<file path="config.mk">
export PLATFORM = sky130hd
export DESIGN_NAME = fir_sample_serializer
export DESIGN_NICKNAME = d
export VERILOG_FILES = /design/src/rtl/fir_sample_serializer.sv
export SDC_FILE = /design/constraint.sdc
export NUM_CORES = 1
export LEC_CHECK = 0
export ABC_AREA = 1
export CAP_MARGIN = 20
export CORE_ASPECT_RATIO = 1.1
export CORE_MARGIN = 2
export CORE_UTILIZATION = 30
export CTS_CLUSTER_SIZE = 25
export DETAILED_ROUTE_END_ITERATION = 10
export DONT_BUFFER_PORTS = 1
export GPL_ROUTABILITY_DRIVEN = 0
export PLACE_DENSITY = 0.48
export SYNTH_ARGS = -nofsm -noshare
export SYNTH_HDL_FRONTEND = slang
export SYNTH_SLANG_ARGS = --single-unit
</file>
<file path="constraint.sdc">
create_clock -name clk -period 2.1 [get_ports clk]
set_clock_uncertainty 0.15 [all_clocks]
set_input_delay 0.63 -clock clk [delete_from_list [all_inputs] [get_ports clk]]
set_output_delay 0.63 -clock clk [all_outputs]
set_load 0.01 [all_outputs]
</file>
<file path="src/rtl/fir_sample_serializer.sv">
// fir_sample_serializer
//   Output-side transmitter for the FIR datapath. Filtered samples arrive via
//   a valid/ready handshake and are buffered in a small FIFO. Each sample is
//   shifted out MSB-first on a three-wire link (sclk, sdo, frame_n).
//
// Ports
//   clk         system clock, rising edge
//   rst_n       asynchronous active-low reset
//   in_data     sample to transmit
//   in_valid    in_data is valid
//   in_ready    FIFO has room (registered level < FIFO_DEPTH)
//   sclk        serial clock, idles low, receiver samples on rising edge
//   sdo         serial data, MSB first, 0 outside a frame
//   frame_n     low for the duration of one word
//   busy        FSM not in IDLE
//   fifo_level  number of buffered words
module fir_sample_serializer #(
  parameter int DATA_W     = 8,
  parameter int CLK_DIV    = 4,
  parameter int FIFO_DEPTH = 4
) (
  input  logic                          clk,
  input  logic                          rst_n,
  input  logic [DATA_W-1:0]             in_data,
  input  logic                          in_valid,
  output logic                          in_ready,
  output logic                          sclk,
  output logic                          sdo,
  output logic                          frame_n,
  output logic                          busy,
  output logic [$clog2(FIFO_DEPTH):0]   fifo_level
);

  localparam int AW = (FIFO_DEPTH > 1) ? $clog2(FIFO_DEPTH) : 1;
  localparam int LW = $clog2(FIFO_DEPTH) + 1;
  localparam int CW = (CLK_DIV > 1) ? $clog2(CLK_DIV) : 1;
  localparam int BW = (DATA_W > 1) ? $clog2(DATA_W) : 1;

  typedef enum logic [1:0] {IDLE, SHIFT, GAP} state_e;

  // FIFO storage and pointers
  logic [DATA_W-1:0] mem_q [FIFO_DEPTH];
  logic [AW-1:0]     wr_ptr_q, wr_ptr_d;
  logic [AW-1:0]     rd_ptr_q, rd_ptr_d;
  logic [LW-1:0]     level_q, level_d;
  logic              push, pop, empty;

  // Serializer state
  state_e            state_q, state_d;
  logic [CW-1:0]     div_q, div_d;
  logic [BW-1:0]     bit_cnt_q, bit_cnt_d;
  logic [DATA_W-1:0] shreg_q, shreg_d;
  logic              sclk_q, sclk_d;
  logic              frame_n_q, frame_n_d;
  logic              start;

  function automatic logic [AW-1:0] ptr_inc(input logic [AW-1:0] p);
    return (p == AW'(FIFO_DEPTH - 1)) ? '0 : p + AW'(1);
  endfunction

  // in_ready looks only at the registered level, never at a same-cycle pop.
  assign in_ready = (level_q < LW'(FIFO_DEPTH));
  assign empty    = (level_q == '0);
  assign push     = in_valid && in_ready;

  assign wr_ptr_d = push ? ptr_inc(wr_ptr_q) : wr_ptr_q;
  assign rd_ptr_d = pop  ? ptr_inc(rd_ptr_q) : rd_ptr_q;

  always_comb begin
    level_d = level_q;
    case ({push, pop})
      2'b10:   level_d = level_q + LW'(1);
      2'b01:   level_d = level_q - LW'(1);
      default: level_d = level_q;
    endcase
  end

  always_ff @(posedge clk) begin
    if (push) mem_q[wr_ptr_q] <= in_data;
  end

  // Next-state logic. The shift register is cleared when a frame ends so
  // sdo (its MSB) reads 0 whenever no frame is active.
  always_comb begin
    state_d   = state_q;
    div_d     = div_q;
    bit_cnt_d = bit_cnt_q;
    shreg_d   = shreg_q;
    sclk_d    = sclk_q;
    frame_n_d = frame_n_q;
    start     = 1'b0;
    pop       = 1'b0;
    case (state_q)
      IDLE: start = !empty;
      SHIFT: begin
        if (div_q == CW'(CLK_DIV - 1)) begin
          div_d = '0;
          if (!sclk_q) begin
            sclk_d = 1'b1;
          end else if (bit_cnt_q == '0) begin
            state_d   = GAP;
            sclk_d    = 1'b0;
            frame_n_d = 1'b1;
            shreg_d   = '0;
          end else begin
            // sdo only moves on the falling sclk edge
            sclk_d    = 1'b0;
            bit_cnt_d = bit_cnt_q - BW'(1);
            shreg_d   = {shreg_q[DATA_W-2:0], 1'b0};
          end
        end else begin
          div_d = div_q + CW'(1);
        end
      end
      GAP: begin
        if (div_q == CW'(CLK_DIV - 1)) begin
          div_d = '0;
          if (!empty) start = 1'b1;
          else        state_d = IDLE;
        end else begin
          div_d = div_q + CW'(1);
        end
      end
      default: state_d = IDLE;
    endcase
    // Frame launch is shared by IDLE and end-of-GAP.
    if (start) begin
      pop       = 1'b1;
      state_d   = SHIFT;
      div_d     = '0;
      bit_cnt_d = BW'(DATA_W - 1);
      shreg_d   = mem_q[rd_ptr_q];
      sclk_d    = 1'b0;
      frame_n_d = 1'b0;
    end
  end

  always_ff @(posedge clk or negedge rst_n) begin
    if (!rst_n) begin
      wr_ptr_q  <= '0;
      rd_ptr_q  <= '0;
      level_q   <= '0;
      state_q   <= IDLE;
      div_q     <= '0;
      bit_cnt_q <= '0;
      shreg_q   <= '0;
      sclk_q    <= 1'b0;
      frame_n_q <= 1'b1;
    end else begin
      wr_ptr_q  <= wr_ptr_d;
      rd_ptr_q  <= rd_ptr_d;
      level_q   <= level_d;
      state_q   <= state_d;
      div_q     <= div_d;
      bit_cnt_q <= bit_cnt_d;
      shreg_q   <= shreg_d;
      sclk_q    <= sclk_d;
      frame_n_q <= frame_n_d;
    end
  end

  assign sclk       = sclk_q;
  assign sdo        = shreg_q[DATA_W-1];
  assign frame_n    = frame_n_q;
  assign busy       = (state_q != IDLE);
  assign fifo_level = level_q;

endmodule

</file>
==> impl_metrics.csv <==
group,metric,value,unit
worst_setup_path,critPathMaxFanout,3,
synth,synth_cell_types,30,
synth,yosys_register_bits,56,
worst_setup_path,criticalPathCategory,"reg -> reg",
clock_tree,clkLatencyLatePin,0.31,ns
synth,synth_edf_count,32,
worst_setup_path,cp.required,2.15,ns
clock_tree,clock_sinks,56,
timing,tns,0,ns
drt,wl_per_cell,12.3,um
clock_tree,clockBufferDepth,2,
worst_setup_path,cp_top_family,"adder cells",
timing,fin_crit,1.99,ns
global_routing,grt_pass1_vias,1598,
placement,place_hpwl,3100,um
finish,nFillCells,847,
drt,drt_iter0_markers,134,
worst_setup_path,worstPathCellList,"inv_2, ha_4, nand2_2, nand2_4, nand2_8, inv_8, ha_4, inv_2, fa_2, a21oi_2, o21ai_1, xor2_1",
power,finalPower,2.39,mW
drt,vias,1606,
worst_hold_path,hold_class,"in -> reg",
floorplanning,core,8360,um2
placement,io_buffers,0,
worst_setup_path,cp_num_buf_inv,3,
finish,drive_gt1_frac,0.180,
floorplanning,floorplan.initialDensity,0.309,
floorplanning,die-area,9380,um2
drt,first_pass_iters,4,
power,p_leak,1.21,nW
synth,synth_top_family_by_area,"simple AND/OR/NAND/NOR gates",
worst_setup_path,crit_arrival,2.04,ns
floorplanning,fp-row-count,35,
worst_setup_path,endpoint_kind,"flop",
synth,ys_seq_area_frac,0.605,
synth,synth_area,2580,um2
synth,synth_cells,244,
drt,routed_wl,4580,um
synth,synth_simple_gate_area_frac,0.185,
synth,synthAdderAreaFrac,0.0658,
flow_run,cap_violations,0,
worst_setup_path,slowest_stage,"dfrtp_1",
floorplanning,dieWidth,92.5,um
drt,vias_per_cell,4.32,
timing,clock.fmax,0.502,GHz
clock_tree,numCtsBuffers,5,
finish,antennaDiodeCount,0,
global_routing,grt_usage,0.108,
clock_tree,clk_transition_reported_paths,0.11,ns
worst_setup_path,startpoint_type,"flop",
finish,final_common_cell,"nand2_1",
floorplanning,io_pins,19,
drt,drc,0,
synth,syn_nets,268,
global_routing,grt_max_degree,25,
floorplanning,die_h,101,um
global_routing,grt_pass1_wl,7790,um
power,p_per_area,815,nW/um2
synth,muxShareOfSynthArea,0.00436,
synth,synthArstFlopShare,0.429,
finish,mostFrequentLayoutCells,"nand2_1, nor2_1, edfxtp_1",
worst_setup_path,cp_slowest_stage_delay,0.42,ns
synth,synth_compound_area_frac,0.0678,
synth,ys.flop_type,"edfxtp_1",
clock_tree,root_buffer,"clkbuf_8",
finish,layout.nets,284,
outcome,outcome,"finished, final reports clean",
global_routing,antenna_found_initial,0,
timing,drv_slew,0,
clock_tree,cts_setup_buffers,0,
timing,max_slew.worst_pin.slew,0.464,ns
timing,rsz0062_at_grt,"no",
finish,area_growth,13.4,%
timing,fin_crit_sh,0.948,
power,peakVddDrop,0.301,mV
clock_tree,cts_tree,"done",
drt,drtAntennaViolNets,0,
global_routing,gr-total-overflow,0,
timing,maxSlewHeadroom,0.690,
synth,yosys_warnings,0,
synth,synth_area_per_cell,10.6,um2
timing,report.final.hold_viol_count,0,
timing,setup_viol_count_final,0,
synth,synth_xor_xnor_area_share,0.00678,
clock_tree,htree_levels,2,
-- layer usage --
| layer | vias up | global-route usage | wire (um) |
|---|---|---|---|
| met5 | - | 0 | 0 |
| met4 | 0 | 0.0379 | 47 |
| met1 | 746 | 0.139 | 2250 |
| met3 | 4 | 0.0253 | 174 |
| li1 | 833 | - | - |
| met2 | 23 | 0.180 | 2110 |
-- logic make-up after synthesis --
kind of cell / Yosys count
AO/OA/AOI/OAI: 32
XOR/XNOR: 2
adder cells (fa/ha/maj): 13
buffers and inverters: 32
flip-flops: 56
multiplexers: 1
AND/OR/NAND/NOR: 108
-- report_power, final --
group / switching, mW / leakage, nW / internal, mW
logic: 0.257 / 0.575 / 0.153
registers: 0.0572 / 0.591 / 1.31
clock network: 0.370 / 0.0491 / 0.246
-- area by class of cell --
cell class | instances | area (um2) | share of cell area
clock inverter | 3 | 26.3 | 0.00896
multi-input combinational | 156 | 903 | 0.308
timing repair buffer | 14 | 120 | 0.0410
tap | 111 | 139 | 0.0474
sequential | 56 | 1560 | 0.533
inverter | 27 | 111 | 0.0380
clock buffer | 5 | 68.8 | 0.0235
-- repair_timing --
item | 4_1_cts | 5_1_grt
endpoints found under the hold margin | 24 | 0
hold buffers | 2 | 0
resized for setup | 0 | 6
endpoints found under the setup margin | 0 | 1
-- state kept, by name, indices dropped and copies added, names as in the netlist --
| signal | flops |
|---|---|
| mem_q | 32 |
| shreg_q | 8 |
| bit_cnt_q | 3 |
| fifo_level | 3 |
| div_q | 2 |
| rd_ptr_q | 2 |
| state_q | 2 |
| wr_ptr_q | 2 |
| frame_n | 1 |
| sclk | 1 |
-- final timing paths --
| check | slack (ns) | to | depth (start not counted) | from |
|---|---|---|---|---|
| max reg2reg | 0.11 | fifo_level[2] | 12 | state_q[0] |
| min reg2reg | 0.35 | shreg_q[0] | 2 | shreg_q[0] |
| max | 0.11 | fifo_level[2] | 12 | state_q[0] |
| min | 0.26 | mem_q[0][1] | 0 | in_data[1] |
| max in group asynchronous | 1.00 | frame_n | 2 | rst_n |
| min in group asynchronous | 0.58 | sclk | 2 | rst_n |
-- stage by stage --
stage          utilization  worst slack [ns]  area [um2]  instances  hold WS, ns
2_1_floorplan            -           -0.0551        2610        244        0.184
3_3_place_gp         0.332            0.0797        2780        362        0.185
3_5_place_dp         0.332            0.0766        2780        362        0.185
4_1_cts              0.347            0.0613        2910        372        0.246
5_1_grt              0.350            0.0123        2930        372        0.238
6_report             0.350             0.109        2930        372        0.259
-- synthesized netlist by cell type, types with 2 or more instances --
library cell | n | area (um2)
nand2_1 | 43 | 161
nor2_1 | 40 | 150
edfxtp_1 | 32 | 961
dfrtp_1 | 23 | 576
inv_1 | 21 | 78.8
nand3_1 | 18 | 90.1
o21ai_0 | 16 | 80.1
ha_1 | 12 | 150
o21ai_1 | 6 | 30.0
a21oi_1 | 5 | 25.0
inv_2 | 4 | 15.0
buf_6 | 3 | 33.8
nand2_2 | 2 | 12.5
nor2_2 | 2 | 12.5
o211ai_1 | 2 | 15.0
Power figures use the tool's default switching activity.
